### src/rtl/reset_seq_pkg.sv
// Shared definitions for the reset sequencer: FSM encoding, counter sizing
// and the lowest-set-bit search used to find the most fundamental request.
package reset_seq_pkg;

    localparam logic [1:0] ST_HOLD    = 2'd0;
    localparam logic [1:0] ST_RELEASE = 2'd1;
    localparam logic [1:0] ST_RUN     = 2'd2;

    typedef enum logic [1:0] {
        SEQ_HOLD    = ST_HOLD,
        SEQ_RELEASE = ST_RELEASE,
        SEQ_RUN     = ST_RUN
    } seq_state_e;

    // Wide enough to count up to the longer of the pulse stretch and the gap.
    function automatic int cntWidth(input int minPulse, input int releaseGap);
        int longest;
        longest = (minPulse > releaseGap) ? minPulse : releaseGap;
        return (longest < 1) ? 1 : $clog2(longest + 1);
    endfunction

    // Returns 32 when no bit is set; callers only use it with a nonzero vector.
    function automatic int lowestSet(input logic [31:0] vec);
        int idx;
        idx = 32;
        for (int i = 31; i >= 0; i--) begin
            if (vec[i]) begin
                idx = i;
            end
        end
        return idx;
    endfunction

endpackage

### src/rtl/reset_sequencer_sync_chain.sv
// Single-bit flop chain that brings an unrelated reset request into the clk
// domain; clears to the "no request" level while rst_n is low.
module sync_chain #(
    parameter int   Stages     = 2,
    parameter logic ResetValue = 1'b0
) (
    input  logic clk,
    input  logic rst_n,
    input  logic i_async,
    output logic o_sync
);

    logic [Stages-1:0] r_chain;

    always_ff @(posedge clk) begin
        if (!rst_n) begin
            r_chain <= {Stages{ResetValue}};
        end else begin
            r_chain <= {r_chain[Stages-2:0], i_async};
        end
    end

    assign o_sync = r_chain[Stages-1];

endmodule

### src/rtl/reset_sequencer.sv
// Multi-domain reset synchroniser and sequencer: stretches every request to a
// minimum width, then releases domains one by one in dependency order.
module reset_sequencer
    import reset_seq_pkg::*;
#(
    parameter int Channels       = 4,
    parameter int SyncStages     = 2,
    parameter int MinPulse       = 16,
    parameter int ReleaseGap     = 8,
    parameter int InputPolarity  = 0,
    parameter int OutputPolarity = 1
) (
    input  logic                clk,
    input  logic                rst_n,
    input  logic [Channels-1:0] req_in,
    input  logic                sw_rst,
    output logic [Channels-1:0] rst_out,
    output logic                ready,
    output logic                busy
);

    localparam int CntW       = cntWidth(MinPulse, ReleaseGap);
    localparam int BaseW      = $clog2(Channels + 1);
    localparam int GapLastInt = (ReleaseGap > 0) ? ReleaseGap - 1 : 0;

    localparam logic [CntW-1:0]     HoldLast  = CntW'(MinPulse - 1);
    localparam logic [CntW-1:0]     GapLast   = CntW'(GapLastInt);
    localparam logic [BaseW-1:0]    BaseAll   = BaseW'(Channels);
    localparam logic [BaseW-1:0]    LastChan  = BaseW'(Channels - 1);
    localparam logic                IdleLevel = (InputPolarity != 0) ? 1'b0 : 1'b1;
    localparam logic [Channels-1:0] OutInvert = (OutputPolarity != 0) ? {Channels{1'b0}}
                                                                     : {Channels{1'b1}};

    logic [1:0]          r_state;
    logic [BaseW-1:0]    r_base;
    logic [CntW-1:0]     r_cnt;
    logic [Channels-1:0] r_rstOut;
    logic                r_ready;
    logic                r_busy;

    logic [Channels-1:0] w_sync;
    logic [Channels-1:0] w_req;
    logic [BaseW-1:0]    w_lowReq;
    logic [BaseW-1:0]    w_effBase;
    logic [1:0]          w_nextState;
    logic [BaseW-1:0]    w_nextBase;
    logic [CntW-1:0]     w_nextCnt;
    logic [Channels-1:0] w_heldNext;

    for (genvar g = 0; g < Channels; g++) begin : g_sync
        sync_chain #(
            .Stages     (SyncStages),
            .ResetValue (IdleLevel)
        ) u_sync (
            .clk     (clk),
            .rst_n   (rst_n),
            .i_async (req_in[g]),
            .o_sync  (w_sync[g])
        );
    end

    assign w_req     = ((InputPolarity != 0) ? w_sync : ~w_sync) | {Channels{sw_rst}};
    assign w_lowReq  = BaseW'(lowestSet(32'(w_req)));
    assign w_effBase = (r_state == ST_RUN) ? BaseAll : r_base;

    // A live request always wins over any release scheduled for this edge.
    always_comb begin
        w_nextState = r_state;
        w_nextBase  = r_base;
        w_nextCnt   = r_cnt;
        if (w_req != '0) begin
            w_nextBase  = (w_lowReq < w_effBase) ? w_lowReq : w_effBase;
            w_nextCnt   = '0;
            w_nextState = ST_HOLD;
        end else begin
            case (r_state)
                ST_HOLD: begin
                    if (r_cnt == HoldLast) begin
                        w_nextCnt = '0;
                        if (ReleaseGap == 0 || r_base == LastChan) begin
                            w_nextBase  = BaseAll;
                            w_nextState = ST_RUN;
                        end else begin
                            w_nextBase  = r_base + 1'b1;
                            w_nextState = ST_RELEASE;
                        end
                    end else begin
                        w_nextCnt = r_cnt + 1'b1;
                    end
                end
                ST_RELEASE: begin
                    if (ReleaseGap == 0 || r_cnt == GapLast) begin
                        w_nextCnt = '0;
                        if (r_base == LastChan) begin
                            w_nextBase  = BaseAll;
                            w_nextState = ST_RUN;
                        end else begin
                            w_nextBase = r_base + 1'b1;
                        end
                    end else begin
                        w_nextCnt = r_cnt + 1'b1;
                    end
                end
                default: begin
                    w_nextBase = BaseAll;
                end
            endcase
        end
    end

    // Every channel at or above the lowest still-held index stays in reset.
    always_comb begin
        w_heldNext = '0;
        for (int i = 0; i < Channels; i++) begin
            w_heldNext[i] = (w_nextState != ST_RUN) && (BaseW'(i) >= w_nextBase);
        end
    end

    always_ff @(posedge clk) begin
        if (!rst_n) begin
            r_state  <= ST_HOLD;
            r_base   <= '0;
            r_cnt    <= '0;
            r_rstOut <= {Channels{1'b1}} ^ OutInvert;
            r_ready  <= 1'b0;
            r_busy   <= 1'b1;
        end else begin
            r_state  <= w_nextState;
            r_base   <= w_nextBase;
            r_cnt    <= w_nextCnt;
            r_rstOut <= w_heldNext ^ OutInvert;
            r_ready  <= (w_nextState == ST_RUN);
            r_busy   <= (w_nextState != ST_RUN);
        end
    end

    assign rst_out = r_rstOut;
    assign ready   = r_ready;
    assign busy    = r_busy;

endmodule

### config.mk
export PLATFORM = sky130hd
export DESIGN_NAME = reset_sequencer
export DESIGN_NICKNAME = d
export VERILOG_FILES = /design/src/rtl/reset_seq_pkg.sv /design/src/rtl/reset_sequencer_sync_chain.sv /design/src/rtl/reset_sequencer.sv
export SDC_FILE = /design/constraint.sdc
export NUM_CORES = 1
export LEC_CHECK = 0
export BUFFER_PORTS_ARGS = -buffer_cell sky130_fd_sc_hd__buf_2
export CORE_ASPECT_RATIO = 1.5
export CORE_MARGIN = 1
export CORE_UTILIZATION = 50
export CTS_BUF_LIST = sky130_fd_sc_hd__clkbuf_16
export DETAILED_ROUTE_END_ITERATION = 6
export PLACE_DENSITY = 0.7
export SYNTH_ARGS = -nofsm -noshare
export SYNTH_HDL_FRONTEND = slang
export SYNTH_SLANG_ARGS = --single-unit
### constraint.sdc
create_clock -name clk -period 2.7 [get_ports clk]
set_clock_uncertainty 0.1 [all_clocks]
set_input_delay 0.27 -clock clk [delete_from_list [all_inputs] [get_ports clk]]
set_output_delay 0.27 -clock clk [all_outputs]
set_load 0.01 [all_outputs]
* Yosys cells after proc, flatten, opt, wreduce, memory -nomap -nowiden *
Cells that the tools add are included.

storage, ports and cells
  register bits after elaboration = 24
  input port bits = 7
  output and inout port bits = 6
  word-level logic and storage cells = 55

cells by class
  add/sub/neg operators = 2
  order comparisons = 5
  eq/ne operators = 7
  muxes and demuxes = 20
  bitwise operators = 3
  reduce and logical (&&, ||, !) cells = 8

operator list
  kind                                                                    count
  3-bit 2-to-1 mux                                                        9
  2-bit 2-to-1 mux                                                        6
  5-bit 2-to-1 mux                                                        2
  5-bit case mux with 2 select lines                                      1
  1-bit by 3-bit >= comparator with 1-bit output (first input constant)   2
  2-bit by 3-bit >= comparator with 1-bit output (first input constant)   2
  3-bit case mux with 2 select lines                                      1
  5-bit by 1-bit adder with 5-bit output (second input constant)          1
  5-bit by 3-bit equality test with 1-bit output (second input constant)  1
  5-bit by 4-bit equality test with 1-bit output (second input constant)  1
  2-bit equality test (second input constant)                             2
  1-bit logical AND                                                       4
  4-bit inverter                                                          1
  4-bit OR                                                                1
  2-bit case mux with 2 select lines                                      1
  4-bit nonzero test                                                      1
  3-bit by 1-bit adder with 3-bit output (second input constant)          1
  3-bit by 2-bit equality test with 1-bit output (second input constant)  1
  3-bit < comparator                                                      1
  2-bit by 1-bit equality test with 1-bit output (second input constant)  1
  2-bit zero test                                                         1
  2-bit != test (second input constant)                                   1
  2-bit nonzero test                                                      1
  2-bit OR reduction                                                      1
  1-bit inverter                                                          1

* Depth between registers and ports, before layout *
  depth in word-level cells = 11
  gate-level depth with buffers = 9
  depth with buffers taken out = 8

* By module *
Synthesis repeated with hierarchy kept, for this count alone.

second synthesis, totals
  cell total of the unflattened synthesis = 133
  area, all modules = 1208.7 um2

by module, submodules not included
  module           times used  cells an instance  area each (um2)  sequential area each (um2)
  reset_sequencer  1           117                998.5            320.3
  sync_chain       4           4                  52.6             40.0

* Least setup slack after synthesis *
Ideal clock, no wire load.

  path type = reg-to-reg
  start point = register r_state[0]
  end point = register r_base[1]
  data arrival time = 2.024 ns
  slack = 0.460 ns
  cell stages (with the launch flop) = 10
  path buffers = 1
  path through = dfxtp_1 -> clkbuf_2 -> nand2b_1 -> nand2_1 -> ha_1 -> inv_1 -> a2111oi_4 -> o21ai_1 -> a311o_1 -> and2_2

on the way
  longest elaborated chain between the ends = 5

RTL lines
  what                    RTL line                text
  start, declared         reset_sequencer.sv:34   logic [1:0] r_state;
  start signal, assigned  reset_sequencer.sv:128  r_state <= w_nextState;
  2-bit equality test     reset_sequencer.sv:64   assign w_effBase = (r_state == ST_RUN) ? BaseAll : r_base;
  3-bit 2-to-1 mux        reset_sequencer.sv:64
  3-bit < comparator      reset_sequencer.sv:72   w_nextBase = (w_lowReq < w_effBase) ? w_lowReq : w_effBase;
  3-bit 2-to-1 mux        reset_sequencer.sv:72
  3-bit 2-to-1 mux (*)    reset_sequencer.sv:71   if (w_req != '0) begin
  end signal, assigned    reset_sequencer.sv:129  r_base <= w_nextBase;
  end, declared           reset_sequencer.sv:35   logic [BaseW-1:0] r_base;

Every way passes the cells marked *; elsewhere a longest branch is shown, timed or not.
A chain may end at the register's enable or synchronous reset.

* Final worst setup path *
  start point = register g_sync[1].u_sync.r_chain[1]
  end point = register r_rstOut[0], in the netlist rst_out[0]

on the way
  longest elaborated chain between the ends = 9

RTL lines
  what                                            RTL line                          text
  start, declared                                 reset_sequencer_sync_chain.sv:13  logic [Stages-1:0] r_chain;
  start signal, assigned                          reset_sequencer_sync_chain.sv:17  r_chain <= {Stages{ResetValue}};
  start signal, assigned                          reset_sequencer_sync_chain.sv:19  r_chain <= {r_chain[Stages-2:0], i_async};
  4-bit inverter (*)                              reset_sequencer.sv:62             assign w_req = ((InputPolarity != 0) ? w_sync : ~w_sync) | {Channels{sw_rst}};
  4-bit OR (*)                                    reset_sequencer.sv:62
  3-bit 2-to-1 mux (2 in a row)                   reset_seq_pkg.sv:27               if (vec[i]) begin
  3-bit < comparator                              reset_sequencer.sv:72
  3-bit 2-to-1 mux                                reset_sequencer.sv:72
  3-bit 2-to-1 mux                                reset_sequencer.sv:71
  1-bit by 3-bit >= comparator with 1-bit output  reset_sequencer.sv:115            w_heldNext[i] = (w_nextState != ST_RUN) && (BaseW'(i) >= w_nextBase);
  1-bit logical AND (*)                           reset_sequencer.sv:115
  end signal, assigned                            reset_sequencer.sv:124            r_rstOut <= {Channels{1'b1}} ^ OutInvert;
  end signal, assigned                            reset_sequencer.sv:131            r_rstOut <= w_heldNext ^ OutInvert;
  end, declared                                   reset_sequencer.sv:37             logic [Channels-1:0] r_rstOut;

Marked as above.

==> flow_summary.ini <==
[die]
pin_count = 13
row_count = 21
die-area_mm2 = 0.00251
start_util_pct = 52.4
core_mm2 = 0.00221
die_w_um = 41.3
die_h_um = 60.9

[sta]
setup_violations = 0
slew_violations = 0
grt_setup_unrepaired = no
fin_crit_sh_pct = 87.7
worstMarginPinSlew_ns = 0.435
holdWs_ns = 0.0911
fin_tns_setup_ns = 0
max_slew_margin_pct = 70.7
period_minus_slack_ns = 2.37
fmax_mhz = 422
finalHoldViolCount = 0

[critical_path]
path_class = reg2reg
worstPathArrival_ns = 2.44
end_kind = flop
cp_max_fo = 4
worstPathRequired_ns = 2.77
cp-start-kind = flop

[global_route]
grt_pass1_wl_um = 3390
grt_use_met1_pct = 22.6
met3_usage_pct = 3.66
use_met2_pct = 34.2
grt_use_total_pct = 19.8
grt_max_degree = 21
top_usage_layer = met2
first_global_vias = 826
globalRouteOverflowTotal = 0
antenna_found_initial = 0

[power_and_ir_drop]
leakagePower_nw = 0.548
switchingPower_w = 0.000161
p_clk_share_pct = 48.5
p_int_w = 0.000692
switching_share_pct = 18.9
peakVddDrop_uv = 379
p_comb_share_pct = 7.7
seqPwrFrac_pct = 43.8
powerDensity_mw_per_mm2 = 638

[cells_and_area]
stdcell_area_mm2 = 0.00134
layout.nets = 150
fin_util_pct = 60.5
mostFrequentLayoutCell = dfxtp_1
final_cell_mix = 24 x dfxtp_1, 13 x nand2b_1, 12 x a21oi_1, 12 x buf_2, 9 x nor2_1
n_fill_cell = 201
multi_input_area_um2 = 624
syn_to_final_growth_pct = 15.6
stdcell_count = 159
regArea_um2 = 480
diodes = 0
drive_above_1_share_pct = 19.1

[clock_tree]
htree_levels = 1
cts_tree = done
path_clk_slew_ns = 0.06
clock_sinks = 24
cts_hold_buf = 0
clockRootBuffer = clkbuf_16
ctsResizeCount = 0
numCtsBuffers = 3
clkLatencyLatePin_ns = 0.25
clockBufferDepth = 2
cts_setup_buffers = 0

[place]
hpwl_um = 1530
port_buffers = 12
place_inst = 155
placed_area_mm2 = 0.00123
gp_congestion = 0.885

[worst_hold_path]
min_path_type = in2reg

[synth]
synth_fa_ha_area_share_pct = 6.49
synthSimpleGateAreaFrac_pct = 24.9
synth.area.mux_share_pct = 1.73
syn_area_per_cell_um2 = 9.40
syn_area_mm2 = 0.00116
ys_ff_latch = 24
synth.distinct_cells = 41
synth_top_family_by_area = simple AND/OR/NAND/NOR gates
yosysSeqAreaShare_pct = 41.6
synth_xor_xnor_area_share_pct = 0
synth_nets = 136
synth-compound-area-share_pct = 20.9
synthCells = 123
yosys_warnings = 0

[route]
drtPass1Iterations = 4
wl_per_cell_um = 13.2
drt-total-wl_um = 2090
drtIter0Drc = 36
postRouteAntennaNets = 0
vias_per_cell = 5.76
drc = 0
vias = 916

[run]
drv_cap = 0

[status]
status = complete, no violations
[cells in the mapped netlist, drive strengths merged]
cell	count	area share, %
nand2b	14	8.2
or4	1	0.65
a31oi	1	0.54
nor3	1	0.43
a2111oi	1	2.4
o21bai	1	0.65
or4b	1	0.87
and2	3	1.7
dfxtp	24	42
a21oi	12	5.2
nand4bb	1	0.97
o2111a	1	0.97
or3b	1	0.76
mux2i	2	1.7
clkbuf	3	1.1
and3	1	0.54
or3	2	1.1
o21ai	5	2.2
nand3	1	0.43
nor2	9	2.9
o22ai	2	1.1
and4bb	1	1.1
a311o	1	0.87
inv	6	1.9
a21o	2	1.3
a221oi	2	2.1
ha	6	6.5
buf	2	1.4
nand2	5	1.6
nand3b	1	0.65
o311a	1	0.87
a211oi	3	1.9
o21ba	1	0.87
nor2b	5	2.9
[area by class of cell]
| cell class | instances | area share (%) |
|---|---|---|
| Tap cell | 23 | 2.15 |
| Timing Repair Buffer | 14 | 5.62 |
| Sequential cell | 24 | 36.0 |
| Inverter | 6 | 1.69 |
| Clock inverter | 1 | 2.25 |
| Clock buffer | 3 | 5.62 |
| Multi-Input combinational cell | 88 | 46.7 |
[critical path: stages (launching register included)]
cell and delay [ns]:
dfxtp_1 0.44, nand3b_1 0.15, a21oi_1 0.21, ha_1 0.22, inv_1 0.08, a2111oi_4 0.34, o21ai_1 0.10, a311o_1 0.40
a221oi_2 0.24
[routing by layer]
layer | vias to the layer above | routed length, um
met5 | - | 0
met4 | 0 | 46
met3 | 8 | 54
met2 | 25 | 1110
met1 | 422 | 878
li1 | 461 | -
[logic make-up (layout without fill, tap and decap cells)]
| kind of cell | count (synthesis) | after routing |
|---|---|---|
| AOI/OAI and AO/OA | 33 | 33 |
| buffers and inverters | 11 | 24 |
| muxes | 2 | 2 |
| adders and majority gates | 6 | 6 |
| and+or+nand+nor | 47 | 47 |
| DFF | 24 | 24 |
[through the flow]
step,worst slack [ns],power [W]
final,0.332,0.000853
after global routing,0.113,0.000884
after CTS,0.318,0.000860
after detailed placement,0.347,0.000446
after global placement,0.389,0.000444
after floorplan,0.460,0.000429
[registers in the layout (all words and copies together) (netlist names)]
name	cells
busy	1
g_sync.u_sync.r_chain	8
r_base	3
r_cnt	5
r_state	2
ready	1
rst_out	4
[power by group through the flow]
stage | clock [W] | sequential, W | combinational, W
after detailed placement | 0 | 0.000381 | 0.0000651
final | 0.000414 | 0.000373 | 0.0000659
after global placement | 0 | 0.000381 | 0.0000633
after global routing | 0.000435 | 0.000375 | 0.0000740
after floorplan | 0 | 0.000382 | 0.0000471
after CTS | 0.000421 | 0.000373 | 0.0000659
[worst paths after layout]
check	from	end	slack (ns)	depth (start not counted)
max	g_sync[1].u_sync.r_chain[1]	rst_out[0]	0.33	8
min reg2reg	g_sync[1].u_sync.r_chain[0]	g_sync[1].u_sync.r_chain[1]	0.31	1
min	req_in[1]	g_sync[1].u_sync.r_chain[0]	0.09	2
max reg2reg	g_sync[1].u_sync.r_chain[1]	rst_out[0]	0.33	8
Power figures use the tool's default switching activity.
